==> src/rtl/sprite_update_sched.sv <==
// Sprite position update queue: buffers CPU (id, x, y) writes and replays them to graphics RAM only in vblank.
// Optional build macro SPRITE_COALESCE_EN merges a new update into a queued entry with the same id.
module sprite_update_sched #(
   parameter int DEPTH       = 4,
   parameter int NUM_SPRITES = 3,
   parameter int WRN_HOLD    = 2
) (
   input  logic                     clk,
   input  logic                     rst,
   input  logic                     req_valid,
   output logic                     req_ready,
   input  logic [7:0]               req_id,
   input  logic [9:0]               req_x,
   input  logic [8:0]               req_y,
   input  logic                     vblank,
   output logic [7:0]               gr_id,
   output logic [9:0]               gr_x,
   output logic [8:0]               gr_y,
   output logic                     gr_wrn,
   output logic [$clog2(DEPTH):0]   pending,
   output logic [7:0]               drop_cnt,
   output logic [1:0]               dbg_state
);

   localparam int PW = $clog2(DEPTH);
   localparam int CW = PW + 1;
   localparam int HW = (WRN_HOLD > 1) ? $clog2(WRN_HOLD) : 1;
   localparam logic [7:0] NUM_ID = 8'(NUM_SPRITES);

   typedef enum logic [1:0] {S_IDLE, S_SETUP, S_STROBE, S_RECOVER} state_t;

   state_t          state, state_nxt;
   logic [HW-1:0]   hold_cnt, hold_nxt;
   logic [PW-1:0]   wr_ptr, rd_ptr;
   logic [CW-1:0]   count, count_nxt;
   logic            accept, id_ok, push, upd, pop, hit;
   logic [PW-1:0]   hit_idx;

   logic [7:0]      mem_id [DEPTH];
   logic [9:0]      mem_x  [DEPTH];
   logic [8:0]      mem_y  [DEPTH];

   // Handshake: a request transfers on a clk edge where req_valid && req_ready; req_ready is a
   // flop (= !full) so the requester never sees a combinational path from the write-side FSM.
   assign accept = req_valid && req_ready;
   assign id_ok  = req_id < NUM_ID;
   assign push   = accept && id_ok && !hit;
   assign upd    = accept && id_ok && hit;

`ifdef SPRITE_COALESCE_EN
   logic [PW-1:0] offs [DEPTH];

   // The head being popped this cycle is already on its way out and must not absorb the update.
   always_comb begin
      hit     = 1'b0;
      hit_idx = '0;
      for (int i = 0; i < DEPTH; i++) begin
         offs[i] = PW'(i) - rd_ptr;
         if (({1'b0, offs[i]} < count) && !(pop && (PW'(i) == rd_ptr)) &&
             (mem_id[i] == req_id)) begin
            hit     = 1'b1;
            hit_idx = PW'(i);
         end
      end
   end
`else
   assign hit     = 1'b0;
   assign hit_idx = '0;
`endif

   always_comb begin
      state_nxt = state;
      hold_nxt  = hold_cnt;
      pop       = 1'b0;
      case (state)
         S_IDLE: begin
            if (vblank && (count != '0)) begin
               pop       = 1'b1;
               state_nxt = S_SETUP;
            end
         end
         S_SETUP: begin
            state_nxt = S_STROBE;
            hold_nxt  = '0;
         end
         S_STROBE: begin
            if (hold_cnt == HW'(WRN_HOLD - 1)) state_nxt = S_RECOVER;
            else                               hold_nxt  = hold_cnt + 1'b1;
         end
         S_RECOVER: state_nxt = S_IDLE;
         default:   state_nxt = S_IDLE;
      endcase
   end

   always_comb begin
      count_nxt = count;
      if (push && !pop)      count_nxt = count + 1'b1;
      else if (pop && !push) count_nxt = count - 1'b1;
   end

   // Registered strobe so the RAM never sees decode glitches; reset clears it without an edge.
   always_ff @(posedge clk or posedge rst) begin
      if (rst) begin
         state    <= S_IDLE;
         hold_cnt <= '0;
         gr_wrn   <= 1'b0;
      end else begin
         state    <= state_nxt;
         hold_cnt <= hold_nxt;
         gr_wrn   <= (state_nxt == S_STROBE);
      end
   end

   always_ff @(posedge clk or posedge rst) begin
      if (rst) begin
         wr_ptr    <= '0;
         rd_ptr    <= '0;
         count     <= '0;
         req_ready <= 1'b1;
         drop_cnt  <= '0;
         gr_id     <= '0;
         gr_x      <= '0;
         gr_y      <= '0;
      end else begin
         if (push) wr_ptr <= wr_ptr + 1'b1;
         if (pop) begin
            rd_ptr <= rd_ptr + 1'b1;
            gr_id  <= mem_id[rd_ptr];
            gr_x   <= mem_x[rd_ptr];
            gr_y   <= mem_y[rd_ptr];
         end
         count     <= count_nxt;
         req_ready <= (count_nxt != CW'(DEPTH));
         if (accept && !id_ok && (drop_cnt != 8'hFF)) drop_cnt <= drop_cnt + 8'd1;
      end
   end

   always_ff @(posedge clk) begin
      if (push) begin
         mem_id[wr_ptr] <= req_id;
         mem_x[wr_ptr]  <= req_x;
         mem_y[wr_ptr]  <= req_y;
      end
      if (upd) begin
         mem_x[hit_idx] <= req_x;
         mem_y[hit_idx] <= req_y;
      end
   end

   assign pending   = count;
   assign dbg_state = state;

endmodule

==> config.mk <==
export PLATFORM = sky130hd
export DESIGN_NAME = sprite_update_sched
export DESIGN_NICKNAME = d
export VERILOG_FILES = /design/src/rtl/sprite_update_sched.sv
export SDC_FILE = /design/constraint.sdc
export NUM_CORES = 1
export LEC_CHECK = 0
export ABC_AREA = 1
export BUFFER_PORTS_ARGS = -buffer_cell sky130_fd_sc_hd__clkbuf_2
export CAP_MARGIN = 10
export CELL_PAD_IN_SITES_DETAIL_PLACEMENT = 0
export CELL_PAD_IN_SITES_GLOBAL_PLACEMENT = 1
export CORE_ASPECT_RATIO = 0.8
export CORE_UTILIZATION = 50
export DETAILED_ROUTE_END_ITERATION = 6
export PLACE_DENSITY_LB_ADDON = 0.1
export SLEW_MARGIN = 20
export SYNTH_ARGS = -nofsm -noshare
export SYNTH_HDL_FRONTEND = slang
export SYNTH_SLANG_ARGS = --single-unit
==> constraint.sdc <==
create_clock -name clk -period 4.9 [get_ports clk]
set_input_delay 0.245 -clock clk [delete_from_list [all_inputs] [get_ports clk]]
set_output_delay 0.245 -clock clk [all_outputs]
set_load 0.02 [all_outputs]
# Word level (Yosys, flattened, before mapping)
# Memory sizes are Yosys's and may differ from the RTL's. A register that Yosys moved wholly into a read port is not among the register bits.
# Cells that the tools add are included.
# totals
regBits	20
output_inout_bits	42
input_bits	31
memories	3
wordCells	48
ram_bits	108
# memory_table
name	depth	word_bits	read_ports	rd_clocked_by_memory_dff	write_ports	line	rtl
mem_x	4	10	1	1	1	40	logic [9:0] mem_x [DEPTH];
mem_y	4	9	1	1	1	41	logic [8:0] mem_y [DEPTH];
mem_id	4	8	1	1	1	39	logic [7:0] mem_id [DEPTH];
# op_classes
n_lt_le_gt_ge	1
add_sub_neg	6
mux	11
n_eq_ne	6
reduce_logical	13
# op_table
cell	n
adder 8 x 1 -> 8 bit, second input constant	1
less-than comparator 8 x 2 -> 1 bit, second input constant	1
!= test 8 bit, second input constant	1
one-hot mux 2 bit (4 select lines)	1
logical AND 1 bit	7
== test 2 bit, second input constant	3
two-way mux 3 bit	2
two-way mux 1 bit	5
adder 2 x 1 -> 2 bit, second input constant	2
two-way mux 2 bit	2
adder 3 x 1 -> 3 bit, second input constant	1
logical NOT 1 bit	3
!= test 3 bit, second input constant	1
nonzero test 3 bit	1
subtractor 3 x 1 -> 3 bit, second input constant	1
== test 2 x 1 -> 1 bit, second input constant	1
logical NOT 2 bit	1
one-hot mux 1 bit (2 select lines)	1
nonzero test 2 bit	1
adder 1 bit, second input constant	1

# Logic depth before layout (Yosys ltp)
# logic_depth
depth_word	8
mapped_depth	11
mapped_depth_nobuf	11

# Worst setup path after synthesis
# OpenSTA, ideal clock, no wires.
# synth_timing
path_type	reg2reg
startpoint	reg req_ready
endpoint	mem mem_id[0][0] (enable)
slack_ps	2452
stages_incl_launch_ff	5
t_required_ps	4489
path_buffers	0
arrival_time_ps	2037
cell_sequence	dfstp_2 -> nand2_1 -> inv_1 -> nand2_4 -> nor2_1
# synth_via
elab_chain_len	4
# synth_rtl
item	line	rtl
start, declared	11	output logic req_ready,
start signal, assigned	133	req_ready <= (count_nxt != CW'(DEPTH));
logical AND 1 bit	45	assign accept = req_valid && req_ready;
logical AND 1 bit	n/a	
two-way mux 1 bit	139	if (push) begin
two-way mux 1 bit (implied by the code)	140	mem_id[wr_ptr] <= req_id;
end, declared	39	
# No other way between the ends.

# Final worst setup path
# layout_timing
startpoint	reg count[0] (netlist: pending[0])
endpoint	reg req_ready
# layout_via
elab_chain_len	8
# layout_rtl
item	line	rtl
start, declared	35	logic [CW-1:0] count, count_nxt;
start signal, assigned	132	count <= count_nxt;
nonzero test 3 bit	77	if (vblank && (count != '0)) begin
logical AND 1 bit	77	
two-way mux 1 bit	77	
two-way mux 1 bit	75	case (state)
logical AND 1 bit / logical NOT 1 bit (equally long branches)	98, 97	
two-way mux 3 bit / logical AND 1 bit (equally long branches)	98, 97	
two-way mux 3 bit *	97	if (push && !pop) count_nxt = count + 1'b1;
via count_nxt[1]	35	
!= test 3 bit *	133	
# The timed path passes the listed nets; every way through them passes the cells marked *.
# A chain may end at the register's enable or synchronous reset.

==> reports/qor.csv <==
stage,metric,value,unit
clock_network,cts-root-buf,clkbuf_16,
setup_path,critPathBufInv,2,
placement,place_area,6670,um2
yosys,seq_area_frac_synth,70.9,%
clock_network,h-tree-depth,4,
sta,slew_headroom,33.0,%
setup_path,path_cells,inv_1 > ha_1 > nand2_1 > nand3_2 > inv_2 > nand2_4 > nand3_1 > nand2_1 > nor2_1 > nand2_1,
global_route,grt_max_degree,57,
clock_network,postCtsSetupRepairBufs,0,
die,core.rowCount,36,
routing,dr.pass1.iters,4,
flow_run,maxCapViolCount,0,
power_and_ir_drop,comb_power_share,26.3,%
die,io_pins,73,
sta,finalHoldViolations,46,
yosys,syn_avg_cell_area,12.1,um2
clock_network,ctsLongestPathBuffers,2,
placement,dp_hpwl,6630,um
setup_path,critPathSlowestCell,inv_2,
clock_network,ctsResizeCount,0,
placement,place.gp.congestion,0.726,
setup_path,arrival,3.04,ns
setup_path,endpoint_kind,flip-flop,
die,start_util,51.3,%
cells_and_area,layout.cells.non_filler,748,
cells_and_area,fillers,1024,
clock_network,cts_tree,done,
placement,dp_cells,716,
clock_network,cts_sinks,155,
power_and_ir_drop,p_int,2.85,mW
die,dieWidth,127,um
cells_and_area,diodes,0,
power_and_ir_drop,power.density,594,nW/um2
power_and_ir_drop,netSwitchingFraction,34.3,%
setup_path,start_kind,flip-flop,
sta,fmax,372,MHz
sta,finalSetupViolations,0,
sta,finalSetupTns,0,ns
routing,wire_per_inst,15.8,um
sta,skew,0.00602,ns
routing,postRouteAntennaNets,0,
yosys,syn_inst,517,
yosys,synth.distinct_cells,28,
global_route,grt-ovfl-total,0,
die,die_y,102,um
setup_path,cpMostUsedCell,nand2_1,
setup_path,slowest_delay,0.78,ns
yosys,yosysWarnings,0,
yosys,syn_area,6240,um2
cells_and_area,fin_nets,625,
clock_network,clock_latency,0.42,ns
clock_network,numCtsBuffers,17,
clock_network,cts_hold_buffers,0,
die,dieArea,12900,um2
global_route,grt_pass1_wl,19000,um
sta,fin_crit,2.69,ns
run_status,violations,negative hold slack,
setup_path,cp.required,5.25,ns
cells_and_area,area_growth,16.9,%
yosys,synth_seq_cells,155,
setup_path,path_delay_family,simple AND/OR/NAND/NOR gates,
sta,holdWs,-0.0316,ns
routing,drt-initial-drc-count,268,
yosys,syn_nets,559,
setup_path,cp.depth,10,
placement,port_buffers,72,
routing,route.detailed.drc,0,
setup_path,reg2reg_depth,10,
power_and_ir_drop,clkPwrFrac,31.3,%
clock_network,clk_pin_slew,0.06,ns
power_and_ir_drop,seq_power_share,42.5,%
global_route,antenna_found_initial,0,
power_and_ir_drop,p_sw,1.48,mW
sta,rsz0062_at_grt,false,
routing,routed_wl,11900,um
sta,maxSlewViolCount,0,
sta,post-route-period-util,54.9,%
power_and_ir_drop,p_leak,3.04,nW
die,core_area,12200,um2
sta,worstMarginPinSlew,1.00,ns
routing,drt-vias-per-instance,5.16,
power_and_ir_drop,ir_worst_vdd,0.343,mV
global_route,track_usage,19.9,%
global_route,grt_pass1_vias,3765,
setup_path,crit_type,flip-flop to flip-flop,
routing,vias,3858,
cells_and_area,layout-drive-gt1-share,20.3,%
worst_hold_path,min_path_type,input pin to asynchronous set/reset pin,
run_status,status,finished with violations,
cells_and_area,final_cell_area,7290,um2
setup_path,path_max_fanout,32,
[layout make-up]
class | count | area, um2 | share of cell area (%)
clock buffers | 19 | 443 | 6.08
clock inverters | 13 | 174 | 2.39
inverters | 25 | 95.1 | 1.30
multi-input cells | 312 | 1600 | 22.0
flip-flops and latches | 155 | 4420 | 60.7
well taps | 152 | 190 | 2.61
repair buffers | 72 | 360 | 4.94
[synth_stat cells (all sizes together)]
cell,number,share of area [%]
xnor2,3,0.42
inv,25,1.5
o21ai,32,2.6
ha,11,2.2
nor3,1,0.080
clkbuf,8,0.48
nand2,122,7.6
nor2,97,6.0
buf,17,1.9
xor2,5,0.70
o21a,1,0.12
nand3b,1,0.32
a21oi,1,0.080
nand4,3,0.54
dfrtp,46,18
edfxtp,108,52
nand3,8,0.80
o32ai,27,3.8
dfstp,1,0.42
[final timing paths]
kind / start / end / slack (ns)
min reg2reg: hold_cnt / hold_cnt / 0.48
max reg2reg: pending[0] / req_ready / 2.21
max: pending[0] / req_ready / 2.21
min in group clk: req_y[5] / mem_y[0][5] / 0.04
min: rst / gr_wrn / -0.03
max in group asynchronous: rst / rd_ptr[1] / 4.35
[worst register-to-register path, cell delays in order (launching register included)]
cell     delay (ns)
dfrtp_1        0.39
inv_1          0.10
ha_1           0.20
nand2_1        0.09
nand3_2        0.60
inv_2          0.78
nand2_4        0.11
nand3_1        0.09
nand2_1        0.08
nor2_1         0.12
nand2_1        0.06
[power groups by stage]
stage	clock, mW	combinational (mW)	sequential, mW
final	1.36	1.14	1.84
after global routing	1.43	1.29	1.88
after global placement	0	1.12	1.86
after detailed placement	0	1.14	1.86
after CTS	1.38	1.15	1.84
after floorplan	0	0.790	1.89
[through the flow]
stage / total power [mW] / setup WS [ns] / util, %
floorplan: 2.68 / 2.45 / -
global placement: 2.98 / 2.28 / 54.8
finish: 4.33 / 2.21 / 59.9
global route: 4.60 / 1.93 / 59.9
CTS: 4.37 / 2.17 / 59.9
detailed placement: 3.01 / 2.20 / 54.8
[cell families after synthesis]
logic type	after synthesis	share of synthesized area, %
AOI/OAI and AO/OA	61	6.56
xor gates and xnor gates	8	1.12
adders and majority gates	11	2.21
buffers and inverters	50	3.89
DFF	155	70.9
and+or+nand+nor	232	15.3
[sequential cells by signal, summed over array words and instances (netlist names)]
signal / flops
mem_y: 36
gr_y: 9
wr_ptr: 2
mem_x: 40
rd_ptr: 2
drop_cnt: 8
gr_wrn: 1
hold_cnt: 1
gr_id: 8
dbg_state: 2
mem_id: 32
gr_x: 10
req_ready: 1
pending: 3
[per-layer routing]
metal	part of all wire [%]	vias up	wire, um	track usage, %
met1	48	1857	5680	26.6
met5	0	-	0	0
met2	45	85	5390	31.8
met3	5.4	10	645	6.39
met4	1.1	0	136	5.77
li1	-	1906	-	-
[placed cells by master, fill, tap and decap left out, types with 2 or more instances in the layout]
cell type / n
clkinv_2: 5
nand3_1: 6
dfrtp_2: 2
o32ai_1: 27
edfxtp_1: 108
clkbuf_2: 72
nand2_4: 2
xnor2_1: 3
nor2_1: 92
clkinvlp_4: 4
dfrtp_1: 44
xor2_1: 5
inv_2: 3
o21ai_0: 29
o21ai_1: 3
bufinv_16: 4
inv_1: 21
ha_1: 11
nor2_4: 5
nand4_1: 2
clkbuf_16: 17
nand2_1: 119
nand3_2: 2
No activity file was read; power rests on OpenSTA's default activity.
